===== src/rtl/inst_queue_pkg.sv =====
// Shared types for the fetch/decode decoupling queue.
package inst_queue_pkg;

  localparam int REG_BUS_W    = 32;
  localparam int INST_ADDR_W  = 32;

  typedef struct packed {
    logic [INST_ADDR_W-1:0] pc;
    logic [REG_BUS_W-1:0]   inst;
    logic [REG_BUS_W-1:0]   except_type;
  } fetch_entry_t;

endpackage


===== src/rtl/inst_queue.sv =====
// Fetch-to-decode instruction FIFO. Entries are {pc, inst, except_type};
// a flush discards everything queued. Head is a combinational read.
module inst_queue
  import inst_queue_pkg::*;
#(
  parameter  int DEPTH = 4,
  localparam int PTR_W = $clog2(DEPTH)
) (
  input  logic                   clk,
  input  logic                   rst,
  input  logic                   flush,
  input  logic                   in_valid,
  input  logic [INST_ADDR_W-1:0] in_pc,
  input  logic [REG_BUS_W-1:0]   in_inst,
  input  logic [REG_BUS_W-1:0]   in_except_type,
  output logic                   in_ready,
  output logic                   out_valid,
  output logic [INST_ADDR_W-1:0] out_pc,
  output logic [REG_BUS_W-1:0]   out_inst,
  output logic [REG_BUS_W-1:0]   out_except_type,
  input  logic                   out_ready,
  output logic [PTR_W:0]         count
);

  localparam logic [PTR_W-1:0] PTR_ONE  = PTR_W'(1);
  localparam logic [PTR_W:0]   CNT_ONE  = (PTR_W+1)'(1);
  localparam logic [PTR_W:0]   CNT_FULL = (PTR_W+1)'(DEPTH);

  fetch_entry_t     mem [DEPTH];
  fetch_entry_t     head;
  logic [PTR_W-1:0] rd_ptr;
  logic [PTR_W-1:0] wr_ptr;
  logic             push;
  logic             pop;

  // Handshake qualification; a flush suppresses both sides of the cycle.
  always_comb begin
    in_ready  = (count != CNT_FULL);
    out_valid = (count != '0);
    push      = in_valid & in_ready & ~flush;
    pop       = out_valid & out_ready & ~flush;
  end

  // Head entry is read straight out of storage; stale when empty.
  always_comb begin
    head            = mem[rd_ptr];
    out_pc          = head.pc;
    out_inst        = head.inst;
    out_except_type = head.except_type;
  end

  // Write pointer advances on each accepted push, wrapping at PTR_W bits.
  always_ff @(posedge clk or negedge rst) begin
    if (!rst)       wr_ptr <= '0;
    else if (flush) wr_ptr <= '0;
    else if (push)  wr_ptr <= wr_ptr + PTR_ONE;
  end

  // Read pointer advances on each pop.
  always_ff @(posedge clk or negedge rst) begin
    if (!rst)       rd_ptr <= '0;
    else if (flush) rd_ptr <= '0;
    else if (pop)   rd_ptr <= rd_ptr + PTR_ONE;
  end

  // Occupancy: simultaneous push and pop leave it unchanged.
  always_ff @(posedge clk or negedge rst) begin
    if (!rst)               count <= '0;
    else if (flush)         count <= '0;
    else if (push && !pop)  count <= count + CNT_ONE;
    else if (pop && !push)  count <= count - CNT_ONE;
  end

  // Storage write; contents survive a flush, only reset clears them.
  always_ff @(posedge clk or negedge rst) begin
    if (!rst) begin
      for (int i = 0; i < DEPTH; i++) mem[i] <= '0;
    end else if (push) begin
      mem[wr_ptr] <= '{pc: in_pc, inst: in_inst, except_type: in_except_type};
    end
  end

endmodule

===== config.mk =====
export PLATFORM = sky130hd
export DESIGN_NAME = inst_queue
export DESIGN_NICKNAME = d
export VERILOG_FILES = /design/src/rtl/inst_queue_pkg.sv /design/src/rtl/inst_queue.sv
export SDC_FILE = /design/constraint.sdc
export NUM_CORES = 1
export LEC_CHECK = 0
export ABC_AREA = 1
export CORE_ASPECT_RATIO = 1.4
export CORE_MARGIN = 2
export CORE_UTILIZATION = 30
export DETAILED_ROUTE_END_ITERATION = 7
export SYNTH_ARGS = -nofsm -noshare
export SYNTH_HDL_FRONTEND = slang
export SYNTH_SLANG_ARGS = --single-unit

===== constraint.sdc =====
create_clock -name clk -period 3 [get_ports clk]
set_input_delay 0.6 -clock clk [delete_from_list [all_inputs] [get_ports clk]]
set_output_delay 0.6 -clock clk [all_outputs]
set_load 0.005 [all_outputs]

# Word-level counts from Yosys, hierarchy flattened
# Cells that the tools add are included.
[word_totals] regBits=391 latch_bits=0 mem_bits_rw=0 rom_bits=0 inputBits=101 out_inout_bits=101 word_cells=52 n_memories=0
[classes] n_addsub=4 mul=0 n_div=0 magnitude_cmp=3 eq_ne=1 shift=0 n_mux=13 bitwise_logic=7 reduce_logical=9
[op_table] operator="bitwise mux 384 bit" n=1
[op_table] operator="two-way mux 96 bit" n=3
[op_table] operator="binary-select mux 96 bit (select 2 bit)" n=1
[op_table] operator="demux 96 bit (select 2 bit)" n=1
[op_table] operator="two-way mux 3 bit" n=3
[op_table] operator="two-way mux 2 bit" n=4
[op_table] operator="greater-or-equal comparator 3 bit, second input constant" n=2
[op_table] operator="inverter 2 -> 3 bit" n=2
[op_table] operator="nonzero test 3 bit" n=2
[op_table] operator="adder 2 x 1 -> 2 bit, second input constant" n=2
[op_table] operator="AND 1 bit" n=4
[op_table] operator="nonzero test 2 bit" n=2
[op_table] operator="adder 3 x 1 -> 3 bit, second input constant" n=1
[op_table] operator="logical AND 1 bit" n=3
[op_table] operator="< comparator 3 x 1 -> 1 bit, second input constant" n=1
[op_table] operator="!= test 3 bit, second input constant" n=1
[op_table] operator="subtractor 3 x 1 -> 3 bit, second input constant" n=1
[op_table] operator="zero test 1 bit" n=2
[op_table] operator="inverter 1 bit" n=1

# Logic depth before layout (Yosys ltp)
# Gate-level depths: netlist of run 1.
[logic_depth] word_depth=8 depth_mapped=11 depth_no_buf=11

# Worst setup path before layout of run 1
# OpenSTA, ideal clock, no wires.
[synth_path] path_type="register to output" start="register rd_ptr[0]" end="output port out_pc[10]" t_arrival_ps=1289 required_time_ps=2400 path_slack_ps=1111 path_stages_with_launch=7 n_path_buf=3 cell_sequence="dfrtp_1 > buf_2 > inv_1 > buf_4 > clkbuf_1 > nor2_1 > o22ai_1"
[synth_between] elab_chain_cells=4
[synth_rtl] element="start, declared" line_no="inst_queue.sv:31" text="logic [PTR_W-1:0] rd_ptr;"
[synth_rtl] element="start signal, assigned" line_no="inst_queue.sv:63" text="else if (pop) rd_ptr <= rd_ptr + PTR_ONE;"
[synth_rtl] element="inverter 2 -> 3 bit (implied by the code)" line_no="inst_queue.sv:46" text="head = mem[rd_ptr];"
[synth_rtl] element="binary-select mux 96 bit (select 2 bit)" line_no="inst_queue.sv:46"
[synth_rtl] element="two-way mux 96 bit (implied by the code) (2 in series)" line_no="inst_queue.sv:46"
[synth_rtl] element="end, declared" line_no="inst_queue.sv:18" text="output logic [INST_ADDR_W-1:0] out_pc,"
# No other way between the ends. The select of a mux whose other input is x is not followed.

# Worst setup path after layout of run 1
[layout_path] start="register rd_ptr[0]" end="output port out_inst[7]"
[layout_between] elab_chain_cells=4
[layout_rtl] element="inverter 2 -> 3 bit (implied by the code)" line_no="inst_queue.sv:46"
[layout_rtl] element="binary-select mux 96 bit (select 2 bit)" line_no="inst_queue.sv:46"
[layout_rtl] element="two-way mux 96 bit (implied by the code) (2 in series)" line_no="inst_queue.sv:46"
[layout_rtl] element="end, declared" line_no="inst_queue.sv:19" text="output logic [REG_BUS_W-1:0] out_inst,"
# No other way between the ends. The select of a mux whose other input is x is not followed.

==> results of run 1 <==
## cell families (layout without fill, tap and decap cells)
kind of cell               after synthesis  in the layout
other                                    0              3
AOI/OAI and AO/OA                      681            681
and+or+nand+nor                        606            606
buffers and inverters                  254            442
DFF                                    391            391
xor gates and xnor gates                 1              1
adders and majority gates                5              5
## flip-flops by register name (all words and copies together), names as in the netlist
register,flops
mem,384
count,3
rd_ptr,2
wr_ptr,2
## final cells by class
cell class | count | area [um2] | share of cell area, %
inverter | 108 | 422.9 | 1.957
timing repair inverter | 1 | 8.758 | 0.04054
clock buffer | 59 | 1206 | 5.583
antenna | 3 | 7.507 | 0.03475
multi-input combinational | 1293 | 6185 | 28.63
tap | 742 | 928.4 | 4.297
sequential | 391 | 9792 | 45.32
clock inverter | 15 | 153.9 | 0.7123
timing repair buffer | 259 | 2900 | 13.42
## worst max-delay path: stages, from the launching register on
cell and delay (ns):
dfrtp_4 0.56, buf_6 0.34, o21ai_0 0.14, o22ai_1 0.23, clkdlybuf4s50_1 0.55
## layer usage
| layer | track usage [%] | vias up |
|---|---|---|
| met1 | 19.83 | 6853 |
| met3 | 2.893 | 96 |
| met5 | 0 | - |
| met4 | 6.625 | 6 |
| li1 | - | 6773 |
| met2 | 28.97 | 361 |
## power by group
part,switching (uW),internal [uW]
registers,1310,7690
clock network,2170,2980
logic,4120,4040
## synthesized netlist by cell type (4+ instances only)
cell type    n
o21ai_2     48
dfrtp_1    391
nor2_1     193
clkbuf_1    51
buf_6       52
o21ai_1    288
o22ai_1     96
nand2_1    403
buf_2       20
a21oi_1      4
o21ai_0    245
ha_1         4
buf_4       23
inv_1      108
nand2_4      6
## worst min path at each step
| stage | startpoint | endpoint | depth (start not counted) |
|---|---|---|---|
| floorplan | rst | count[0] | 0 |
| global placement | mem[118] | mem[118] | 2 |
| detailed placement | mem[109] | mem[109] | 2 |
| CTS | rst | mem[216] | 1 |
| global route | rst | mem[120] | 1 |
| finish | rst | mem[120] | 1 |
## stage by stage
step | utilization [%] | cell area [um2] | instances | hold slack, ns | total power, uW
after floorplan | - | 17370 | 1938 | 0.3044 | 13230
after global placement | 34.96 | 20060 | 2788 | 0.4597 | 16850
after detailed placement | 34.96 | 20060 | 2788 | 0.4635 | 17120
after CTS | 37.60 | 21580 | 2868 | 0.07136 | 22610
after global routing | 37.65 | 21600 | 2871 | 0.1045 | 23940
final | 37.65 | 21600 | 2871 | 0.06108 | 22310
## timing repair
item | CTS | global route
resized for setup | 21 | 10
setup buffers | 2 | 0
hold buffers | 0 | 0
setup endpoints to repair | 84 | 81
cloned | 4 | 0
==> results by group, run 1 <==
CTS
  • Clk Latency, worst-skew pair: 0.57 ns
  • CTS root buffer: clkbuf_16
  • CTS tree: done
  • Clock transition at path regs: 0.06 ns
  • TritonCTS Buffers: 42
  • H-Tree Depth: 2
  • Clk sinks: 391
  • Clk buf depth: 3

Detailed routing
  • Starting DRT DRC Count: 791
  • Vias per cell: 4.907
  • DRC Markers: 0
  • DR WL met3: ~2.4 mm
  • Metal1 wirelength: 20.37 mm
  • Pre-antenna DRT Iters: 8
  • Via count: 14,090
  • Per-cell routed wire length: ~17 um
  • Routed wl met2: 24.62 mm
  • Top sig layer: met5
  • Post-route ant nets: 0
  • Total wire length: roughly 50 mm

Floorplan
  • I/O pin count: 202
  • Die area: 59,870 um2
  • Die H: 288.7 um
  • Initial Util: 30.27%
  • Core Area: 57,390 um2
  • Die W: 207.4 um
  • Rows: 104

Synthesis
  • Syn Inst Count: 1,938
  • Post-synthesis mux area share: 0%
  • Largest family of logic cells by synthesized area: compound AO/OA/AOI/OAI gates
  • Simple-gate share of the synthesized area: 13.49%
  • Ys flop type: dfrtp_1
  • Synth Register Bits: 391
  • Synth top area cells: dfrtp_1 56%, nand2_1 8.7%, o21ai_1 8.3%
  • Distinct cells, synth: 21
  • Number of flops mapped to enable cells by yosys: 0
  • Warning count from the yosys run: 0
  • Adder-cell share of the synthesized area: 0.4034%
  • Synth Cell Area: roughly 17,000 um2
  • Synth top area share: between 50 and 60%
  • Post-synthesis xor/xnor area fraction: 0.05042%
  • Register area share after synthesis: 56.33%
  • Post-synthesis compound-gate area fraction: 21.35%
  • Most area-hungry cell type in the Yosys netlist: dfrtp_1
  • Mapped Nets: 2,044
  • Synth async-reset ratio: between 90% and 100%
  • Syn Area/Cell: 8.963 um2

Layout
  • Fill cells: 5,751
  • P&R area growth vs syn: 24.38%
  • Commonest non-fill, non-tap cell in the layout: nand2_1
  • Most frequent cells in the layout: 403 x nand2_1, 389 x dfrtp_1, 291 x o21ai_1
  • Final net count: approximately 2,200
  • Layout cell share with drive strength beyond 1: 8.843%

Power
  • Power Density: 1033 nW/um2
  • Worst VDD drop: 0.0004594 V
  • Leak Pwr: just over 0.01 uW

GRT
  • GRT Total Usage: 16.41%
  • Global route overflow: 0
  • Initial antenna violation count: 6
  • Vias in the first global route: 14,430
  • First-pass GRT wire length: 79.25 mm
  • Largest net degree at the start of global routing: 82

STA
  • Worst Tran Pin Value: about 0.74 ns
  • Worst Skew: around 0.020 ns
  • Crit share post-route: 100.4%
  • PnR worst setup slack: -0.01309 ns
  • Max-slew violations: 0
  • Setup violators final: 4
  • Period minus WS final: ~3 ns
  • Achievable Freq: 0.3319 GHz
  • Setup repair after global routing missed its margin: yes
  • Setup TNS: -0.02674 ns
  • Final Hold Viols: 0
  • Max-slew headroom: 50.82%

Critical path
  • CP Max Fanout: 42
  • Setup CP Type: reg -> out
  • WP data required: 2.40 ns
  • Register-to-register setup slack: 1.00 ns
  • Worst Setup SP: rd_ptr[0]
  • Critical Path End Type: output port
  • Reg-to-reg endpoint: count[2]
  • Critical path destination: out_inst[7]
  • Reg-to-Reg Start: count[2]
  • Worst EP arrival: 2.41 ns
  • Reg2Reg Depth: 11
  • Critical Path Start Type: flip-flop

Run
  • Max-cap viol count: 0

Placed design
  • PortBufs: roughly 200
  • Post-place setup slack: ~0.35 ns
  • GP Congestion: 0.7766
  • DP Wirelength: 30.16 mm

Run status
  • Violated checks: negative setup slack
  • Status: finished, violations left

Hold path
  • Worst Hold Class: in -> async
No activity file was read; power rests on OpenSTA's default activity.
==> run 2, diff against run 1 <==
- GPL_ROUTABILITY_DRIVEN: not set -> 0
- SLEW_MARGIN: not set -> 25
==> results of run 2 <==
Final layout, timing and power as in run 1 (identical DEF).
